==> config.mk <==
export PLATFORM = sky130hd
export DESIGN_NAME = mem_arbiter
export DESIGN_NICKNAME = d
export VERILOG_FILES = /design/src/rtl/mem_arb_pkg.sv /design/src/rtl/mem_arb_rr2.sv /design/src/rtl/mem_arbiter.sv
export SDC_FILE = /design/constraint.sdc
export NUM_CORES = 1
export LEC_CHECK = 0
export BUFFER_PORTS_ARGS = -buffer_cell sky130_fd_sc_hd__buf_2
export CAP_MARGIN = 20
export CORE_ASPECT_RATIO = 1.75
export CORE_MARGIN = 4
export CORE_UTILIZATION = 25
export CTS_BUF_LIST = sky130_fd_sc_hd__clkbuf_4 sky130_fd_sc_hd__clkbuf_8
export CTS_CLUSTER_DIAMETER = 30
export DETAILED_ROUTE_END_ITERATION = 10
export MAX_ROUTING_LAYER = met4
export SLEW_MARGIN = 20
export SYNTH_ARGS = -nofsm -noshare
export SYNTH_HDL_FRONTEND = slang
export SYNTH_SLANG_ARGS = --single-unit
==> constraint.sdc <==
create_clock -name clk -period 11.47 [get_ports clk]
set_clock_uncertainty 0.2 [all_clocks]
set_input_delay 0.5735 -clock clk [delete_from_list [all_inputs] [get_ports clk]]
set_output_delay 0.5735 -clock clk [all_outputs]
set_load 0.05 [all_outputs]
==> src/rtl/mem_arb_pkg.sv <==
// ----------------------------------------------------------------------------
// mem_arb_pkg
//  Shared definitions for the unified-memory arbiter: FSM state encoding,
//  requester identifiers and the default line geometry.
//  No ports; imported by mem_arb_rr2 and mem_arbiter.
// ----------------------------------------------------------------------------
package mem_arb_pkg;

  // Line geometry: a line address is the byte address >> 3, so a line is 64 bits.
  localparam int LINE_ADDR_W = 14;
  localparam int LINE_W      = 64;

  // Access sequencer states.
  typedef enum logic [1:0] {
    IDLE  = 2'd0,
    ISSUE = 2'd1,
    WAIT  = 2'd2,
    DONE  = 2'd3
  } arb_state_e;

  // Requester identifiers. The numeric value is also the bit position of
  // that requester in the packed request vector handed to the picker.
  typedef enum logic {
    REQ_I = 1'b0,
    REQ_D = 1'b1
  } req_id_e;

  // The requester that did not win last time.
  function automatic req_id_e other_req(input req_id_e id);
    return (id == REQ_I) ? REQ_D : REQ_I;
  endfunction

endpackage : mem_arb_pkg

==> src/rtl/mem_arb_rr2.sv <==
// ----------------------------------------------------------------------------
// mem_arb_rr2
//  Two-input round-robin picker. Purely combinational; the history flop
//  (last winner) is owned by the caller.
//  Ports:
//   req    in  [1:0]     request vector, bit REQ_I = I-cache, bit REQ_D = D-cache
//   last   in  req_id_e  requester granted most recently
//   valid  out           at least one request is present
//   grant  out req_id_e  chosen requester (meaningful only when valid)
// ----------------------------------------------------------------------------
module mem_arb_rr2
  import mem_arb_pkg::*;
(
  input  logic [1:0] req,
  input  req_id_e    last,
  output logic       valid,
  output req_id_e    grant
);

  // NOTE: every output gets a default before the case so no path leaves it
  // unassigned; otherwise synthesis infers a latch.
  always_comb begin
    valid = |req;
    grant = REQ_I;
    unique case (req)
      2'b01:   grant = REQ_I;
      2'b10:   grant = REQ_D;
      2'b11:   grant = other_req(last);  // contention: alternate
      default: grant = REQ_I;
    endcase
  end

endmodule : mem_arb_rr2

==> src/rtl/mem_arbiter.sv <==
// ----------------------------------------------------------------------------
// mem_arbiter
//  Shares the single-port unified memory between I-cache fills and D-cache
//  fills/writebacks. One request is latched at a time, the memory strobe is
//  issued for exactly one cycle, address/wdata stay stable until mem_rdy, and
//  the owner gets a one-cycle done pulse with its read data. Contention is
//  resolved round-robin. An access that never sees mem_rdy is abandoned after
//  TIMEOUT wait cycles, returns zero data and sets the sticky err flag.
//
//  Ports:
//   clk, rst             clock, asynchronous active-high reset
//   i_req/i_addr         I-cache read request (held until i_done)
//   i_done/i_rdata       I-cache completion pulse and line data
//   d_req/d_we/d_addr    D-cache request (d_we=1 writeback, 0 fill)
//   d_wdata              D-cache writeback line
//   d_done/d_rdata       D-cache completion pulse and line data
//   mem_re/mem_we        single-cycle memory strobes (issue cycle only)
//   mem_addr/mem_wdata   memory address and write data, held through wait
//   mem_rdata/mem_rdy    memory read data and completion flag
//   busy                 sequencer is not idle
//   err                  sticky timeout flag, cleared only by rst
//
//  Timing (ISSUE = T0): strobe at T0, mem_rdy at T4, done at T5, IDLE at T6,
//  so the next strobe is T7 at the earliest and memory always sees an idle
//  cycle between accesses.
// ----------------------------------------------------------------------------
module mem_arbiter
  import mem_arb_pkg::*;
#(
  parameter int ADDR_W  = LINE_ADDR_W,
  parameter int DATA_W  = LINE_W,
  parameter int TIMEOUT = 15
) (
  input  logic              clk,
  input  logic              rst,
  // I-cache side
  input  logic              i_req,
  input  logic [ADDR_W-1:0] i_addr,
  output logic              i_done,
  output logic [DATA_W-1:0] i_rdata,
  // D-cache side
  input  logic              d_req,
  input  logic              d_we,
  input  logic [ADDR_W-1:0] d_addr,
  input  logic [DATA_W-1:0] d_wdata,
  output logic              d_done,
  output logic [DATA_W-1:0] d_rdata,
  // Unified memory side
  output logic              mem_re,
  output logic              mem_we,
  output logic [ADDR_W-1:0] mem_addr,
  output logic [DATA_W-1:0] mem_wdata,
  input  logic [DATA_W-1:0] mem_rdata,
  input  logic              mem_rdy,
  // Status
  output logic              busy,
  output logic              err
);

  localparam int                CNT_W    = $clog2(TIMEOUT + 1);
  // Counter value during the last wait cycle allowed before giving up.
  localparam logic [CNT_W-1:0]  CNT_LAST = CNT_W'(TIMEOUT - 1);

  arb_state_e          state_q, state_d;
  req_id_e             owner_q;
  req_id_e             last_grant_q;
  logic                op_we_q;
  logic [ADDR_W-1:0]   addr_q;
  logic [DATA_W-1:0]   wdata_q;
  logic [CNT_W-1:0]    wait_cnt_q;
  logic                err_q;
  logic [DATA_W-1:0]   i_rdata_q;
  logic [DATA_W-1:0]   d_rdata_q;

  logic                pick_valid;
  req_id_e             pick_id;
  logic                timed_out;

  // --------------------------------------------------------------------------
  // Round-robin choice between the two caches (only consumed in IDLE)
  // --------------------------------------------------------------------------
  mem_arb_rr2 u_rr2 (
    .req   ({d_req, i_req}),
    .last  (last_grant_q),
    .valid (pick_valid),
    .grant (pick_id)
  );

  // Memory readiness wins over the timeout if both land on the same cycle.
  assign timed_out = (wait_cnt_q == CNT_LAST) && !mem_rdy;

  // --------------------------------------------------------------------------
  // FSM: state register
  // --------------------------------------------------------------------------
  // NOTE: sequential state uses non-blocking assignments so every flop samples
  // pre-edge values regardless of block ordering.
  always_ff @(posedge clk or posedge rst) begin
    if (rst) state_q <= IDLE;
    else     state_q <= state_d;
  end

  // --------------------------------------------------------------------------
  // FSM: next-state logic
  // --------------------------------------------------------------------------
  always_comb begin
    state_d = state_q;
    unique case (state_q)
      IDLE:    if (pick_valid) state_d = ISSUE;
      ISSUE:   state_d = WAIT;
      WAIT:    if (mem_rdy || timed_out) state_d = DONE;
      DONE:    state_d = IDLE;
      default: state_d = IDLE;
    endcase
  end

  // --------------------------------------------------------------------------
  // FSM: outputs decoded from the current state
  // --------------------------------------------------------------------------
  always_comb begin
    mem_re = 1'b0;
    mem_we = 1'b0;
    i_done = 1'b0;
    d_done = 1'b0;
    busy   = (state_q != IDLE);
    unique case (state_q)
      ISSUE: begin
        mem_re = !op_we_q;
        mem_we =  op_we_q;
      end
      DONE: begin
        i_done = (owner_q == REQ_I);
        d_done = (owner_q == REQ_D);
      end
      default: ;
    endcase
  end

  // --------------------------------------------------------------------------
  // Request latch, wait counter, returned data and status
  // --------------------------------------------------------------------------
  // NOTE: the wide data registers are reset as well, because reset must present
  // all-zero read data and memory address/data, not whatever was left behind.
  always_ff @(posedge clk or posedge rst) begin
    if (rst) begin
      owner_q      <= REQ_I;
      last_grant_q <= REQ_I;
      op_we_q      <= 1'b0;
      addr_q       <= '0;
      wdata_q      <= '0;
      wait_cnt_q   <= '0;
      err_q        <= 1'b0;
      i_rdata_q    <= '0;
      d_rdata_q    <= '0;
    end else begin
      unique case (state_q)
        IDLE: begin
          if (pick_valid) begin
            owner_q <= pick_id;
            // The I-cache only ever reads.
            if (pick_id == REQ_D) begin
              op_we_q <= d_we;
              addr_q  <= d_addr;
              wdata_q <= d_wdata;
            end else begin
              op_we_q <= 1'b0;
              addr_q  <= i_addr;
              wdata_q <= '0;
            end
          end
        end

        ISSUE: wait_cnt_q <= '0;

        WAIT: begin
          wait_cnt_q <= wait_cnt_q + CNT_W'(1);
          if (mem_rdy) begin
            // Only reads return data; a completed writeback leaves d_rdata alone.
            if (!op_we_q) begin
              if (owner_q == REQ_D) d_rdata_q <= mem_rdata;
              else                  i_rdata_q <= mem_rdata;
            end
          end else if (timed_out) begin
            err_q <= 1'b1;
            if (owner_q == REQ_D) d_rdata_q <= '0;
            else                  i_rdata_q <= '0;
          end
        end

        DONE: last_grant_q <= owner_q;

        default: ;
      endcase
    end
  end

  assign mem_addr  = addr_q;
  assign mem_wdata = wdata_q;
  assign i_rdata   = i_rdata_q;
  assign d_rdata   = d_rdata_q;
  assign err       = err_q;

  // --------------------------------------------------------------------------
  // Protocol invariants
  // --------------------------------------------------------------------------
  a_strobe_excl : assert property (@(posedge clk) disable iff (rst)
    !(mem_re && mem_we));
  a_done_excl   : assert property (@(posedge clk) disable iff (rst)
    !(i_done && d_done));
  a_done_state  : assert property (@(posedge clk) disable iff (rst)
    (i_done || d_done) |-> (state_q == DONE));

endmodule : mem_arbiter

# Word-level counts from Yosys, hierarchy flattened
# Cells that the tools add are included.
[word_totals] out_inout_bits=212 in_bits=162 register_bits=216 word_cells=59
[op_classes] n_bitwise=2 addsub=1 muxes=23 n_eq_ne=9 n_reduce_logical=14
[op_table] operator="64-bit two-way mux" count=11
[op_table] operator="14-bit two-way mux" count=1
[op_table] operator="2-bit equality test (second input constant)" count=4
[op_table] operator="2-bit case mux with 4 select lines" count=1
[op_table] operator="4-bit case mux with 2 select lines" count=1
[op_table] operator="4-bit AND reduction" count=2
[op_table] operator="1-bit two-way mux" count=6
[op_table] operator="2-bit inequality test (second input constant)" count=3
[op_table] operator="2-bit nonzero test" count=3
[op_table] operator="4-bit by 1-bit adder with 4-bit output (second input constant)" count=1
[op_table] operator="4-bit equality test (second input constant)" count=1
[op_table] operator="2-bit two-way mux" count=2
[op_table] operator="2-bit AND reduction" count=2
[op_table] operator="3-bit AND reduction" count=1
[op_table] operator="2-bit by 1-bit equality test with 1-bit output (second input constant)" count=1
[op_table] operator="1-bit logical NOT" count=2
[op_table] operator="2-bit logical NOT" count=1
[op_table] operator="1-bit inverter" count=2
[op_table] operator="1-bit case mux with 2 select lines" count=1
[op_table] operator="2-bit OR reduction" count=1
[op_table] operator="1-bit logical AND" count=1
[op_table] operator="1-bit logical OR" count=1

# Longest topological paths before layout
[logic_depth] ltp_word=5 ltp_mapped=8 depth_no_buf=5

# Modules after synthesis
# Synthesis repeated with hierarchy kept, for this count alone.
[unflattened] cells_unflattened=953 hier_area_um2=9420.3
[modules_own_cells] mod="mem_arbiter" instances=1 area_each_um2=9406.5 cells_per_inst=951 seq_area_each_um2=5405.2
[modules_own_cells] mod="mem_arb_rr2" instances=1 area_each_um2=13.8 cells_per_inst=2 seq_area_each_um2=0.0

# Least setup slack after synthesis
# Ideal clock, no wire load.
[synth_timing] kind="register to output" start="register state_q[1]" end="output port mem_re" required_ns=10.696 stages_incl_launch_ff=4 path_buffers=0 arrival_ns=1.337 path_slack_ns=9.359 cell_sequence="dfrtp_1 inv_1 ha_1 nor2b_1"
[synth_via] elab_chain_cells=2
[synth_rtl] element="start, declared" line="mem_arbiter.sv:64" rtl="arb_state_e state_q, state_d;"
[synth_rtl] element="start signal, assigned" line="mem_arbiter.sv:99" rtl="else state_q <= state_d;"
[synth_rtl] element="2-bit by 1-bit equality test with 1-bit output" line="mem_arbiter.sv:125" rtl="unique case (state_q)"
[synth_rtl] element="1-bit two-way mux" line="mem_arbiter.sv:125"
[synth_rtl] element="end, declared" line="mem_arbiter.sv:49" rtl="output logic mem_re,"
# No other way between the ends.

# Worst setup path after layout
[layout_timing] start="register state_q[0]" end="register d_rdata_q[59], in the netlist d_rdata[59]"
[layout_via] elab_chain_cells=2
[layout_rtl] element="2-bit equality test" line="mem_arbiter.sv:155" rtl="unique case (state_q)"
[layout_rtl] element="4-bit AND reduction (no line)"
[layout_rtl] element="end signal, assigned" line="mem_arbiter.sv:179" rtl="if (owner_q == REQ_D) d_rdata_q <= mem_rdata;"
[layout_rtl] element="end, declared" line="mem_arbiter.sv:73" rtl="logic [DATA_W-1:0] d_rdata_q;"
# No other way between the ends.
# A chain may end at the register's enable or synchronous reset.

==> results_dict.tcl <==
set metrics [dict create \
    synth_nets 985 \
    yosys.cell_types.count 36 \
    yosysTopAreaCellShare_pct 62.3 \
    relSlewSlack_pct 37.3 \
    setup_viol 0 \
    hold_class "in2reg" \
    core_area_um2 34300 \
    finalWirelength_um 28800 \
    rr_endpoint "d_rdata[59]" \
    yosys-top-cells-area "dfrtp_1 62%, nand2_1 12%, o21ai_0 7.3%" \
    port_buffers 373 \
    drv_slew 0 \
    finalCritPeriodShare_pct 23.6 \
    async_flop_share_pct 100 \
    worstMarginPinSlew_ns 0.941 \
    nets 1381 \
    powerDensity_nw_per_um2 358 \
    grt_setup_unrepaired "false" \
    tritoncts "built" \
    p_int_mw 2.08 \
    cts-root-buf "clkbuf_8" \
    critical_path_cell_count 6 \
    drc_errors 0 \
    ys_seq_elements 216 \
    p_leak_nw 6.22 \
    die_h_um 254 \
    crit_type "reg2reg" \
    cts-htree-levels 2 \
    status "finished clean" \
    crit_family "simple AND/OR/NAND/NOR gates" \
    grt_pass1_vias 8009 \
    hold_violations 0 \
    yosys_most_used_dff "dfrtp_1" \
    pin_count 374 \
    swShare_pct 51.8 \
    synth-edff-count 0 \
    clockBufferDepth 3 \
    overflow 0 \
    slowest_delay_ns 0.70 \
    vias 7542 \
    synth_warnings 0 \
    startpoint_type "register" \
    detailedRoute.firstIterationViolations 211 \
    critPathBufInv 2 \
    grt_usage_pct 15.2 \
    path_cells "inv_1 > ha_1 > and4b_2 > buf_4 > nand2_1 > o21ai_0" \
    start_util_pct 25.2 \
    p_clk_share_pct 19.0 \
    grt_max_degree 96 \
    setup_slack_ns 8.76 \
    r2r-start "state_q[0]" \
    cts_buffers 41 \
    gp_congestion 0.806 \
    max_freq_ghz 0.369 \
    ant_nets 0 \
    clock_latency_ns 0.53 \
    first_pass_iters 4 \
    fin_setup_tns_ns 0 \
    routed_via_density 4.42 \
    crit_slowest_cell "and4b_2" \
    critPathCapture "d_rdata[59]" \
    rr_worst_depth 6 \
    drv_cap 0 \
    min_from "mem_rdata[57]" \
    die_x_um 149 \
    area_delta_synth_final_pct 39.1 \
    synth_cells 816 \
    pwr-share-seq_pct 30.2 \
    period_needed_ns 2.71 \
    grt_first_pass_wirelength_um 44100 \
    worstPathArrival_ns 2.95 \
    path_clk_slew_ns 0.07 \
    post_cts_resized 0 \
    crit_start "state_q[0]" \
    avgRoutedWirePerCell_um 16.9 \
    numClockSinks 216 \
    syn_avg_cell_area_um2 10.6 \
    rows 90 \
    syn_area_um2 8670 \
    end_kind "register" \
    drive_above_1_share_pct 38.9 \
    switchingPower_mw 2.24 \
    pre_cts_ws_ns 8.58 \
    antenna_found_initial 3 \
    required_ns 11.71 \
    cts_hold_buf 29 \
    dp_hpwl_um 19700 \
    dieArea_um2 37800 \
    ys_seq_area_share_pct 62.3 \
    peakVddDrop_uv 176 \
    crit_fanout 39 \
    post-cts-setup-buffer-count 0 \
    p_comb_share_pct 50.8 \
    rrSetupSlack_ns 8.76 \
    yosysTopAreaCell "dfrtp_1" \
]
-- cells in the mapped netlist (2+ instances only) --
cell      number
nand3_1        2
o21ai_0      126
buf_4         13
clkbuf_1       7
inv_1          8
buf_6         11
nand2_1      271
dfrtp_1      216
clkbuf_2       6
o21ai_2       10
mux2_2         2
a22o_1        65
nor2b_1        2
buf_2         24
and2_1         2
o21ai_1        8
nor3b_1        2
a21o_1         2
ha_1           7
mux2i_1       15
nor3_4         2
-- worst min path at each step --
stage | end | slack [ns] | depth (start not counted)
finish | i_rdata[57] | 0.06 | 3
global placement | mem_addr[7] | 0.26 | 2
CTS | d_rdata[7] | 0.0004 | 3
floorplan | last_grant_q | 0.28 | 1
detailed placement | err | 0.27 | 1
global route | mem_wdata[47] | 0.01 | 2
-- kinds of logic after synthesis --
| kind of cell | synth area share (%) |
|---|---|
| AO/OA/AOI/OAI | 16.1 |
| adder cells (fa/ha/maj) | 1.01 |
| AND/OR/NAND/NOR | 13.6 |
| flip-flops | 62.3 |
| buffers and inverters | 4.98 |
| multiplexers | 1.99 |
-- layout make-up --
cell class,count,area [um^2]
Tap cell,460,576
Fill cell,3486,22300
Clock buffer,61,771
Multi-Input combinational cell,530,2880
Inverter,9,41.3
Clock inverter,13,136
Timing Repair Buffer,414,2250
Sequential cell,216,5410
Antenna cell,3,7.51
-- through the flow --
| step | area [um^2] | hold WS [ns] | utilization, % | total power, mW | std cells |
|---|---|---|---|---|---|
| floorplan | 8670 | 0.282 | - | 2.96 | 816 |
| global placement | 10900 | 0.259 | 31.6 | 3.50 | 1600 |
| detailed placement | 10900 | 0.267 | 31.6 | 3.53 | 1600 |
| CTS | 12100 | 0.000425 | 35.1 | 4.38 | 1703 |
| global route | 12100 | 0.0120 | 35.1 | 4.57 | 1706 |
| finish | 12100 | 0.0595 | 35.1 | 4.32 | 1706 |
-- power by group through the flow --
stage	combinational (mW)	sequential [mW]	clock, mW
5_1_grt	2.33	1.35	0.892
4_1_cts	2.22	1.31	0.855
2_1_floorplan	0.529	2.43	0
3_5_place_dp	2.22	1.31	0
6_report	2.20	1.30	0.820
3_3_place_gp	2.19	1.31	0
-- metal layers --
| metal | routed length (um) | part of all wire [%] | global-route usage (%) |
|---|---|---|---|
| met1 | 10900 | 38 | 17.0 |
| met2 | 14600 | 51 | 25.7 |
| met3 | 1970 | 6.8 | 3.29 |
| met4 | 1290 | 4.5 | 7.41 |
| met5 | 0 | 0 | - |
-- flip-flops by register name, summed over array words and instances (netlist names) --
signal,flops
mem_addr,14
i_rdata,64
last_grant_q,1
d_rdata,64
op_we_q,1
err,1
mem_wdata,64
owner_q,1
state_q,2
wait_cnt_q,4
-- worst min-delay path, cell delays in order --
cell,delay (ns)
buf_2,0.09
nand2_1,0.04
o21ai_0,0.06
-- layout by cell type (no fill, tap or decap), types with 3 or more instances in the layout --
| master | count |
|---|---|
| buf_2 | 373 |
| nand2_1 | 271 |
| dfrtp_1 | 216 |
| o21ai_0 | 126 |
| a22o_1 | 65 |
| clkbuf_8 | 50 |
| dlygate4sd3_1 | 29 |
| mux2i_1 | 15 |
| buf_4 | 12 |
| clkbuf_4 | 11 |
| o21ai_2 | 10 |
| o21ai_1 | 7 |
| inv_1 | 7 |
| ha_1 | 7 |
| clkinvlp_4 | 4 |
| clkinv_2 | 4 |
| diode_2 | 3 |
(Power assumes the default switching activity.)
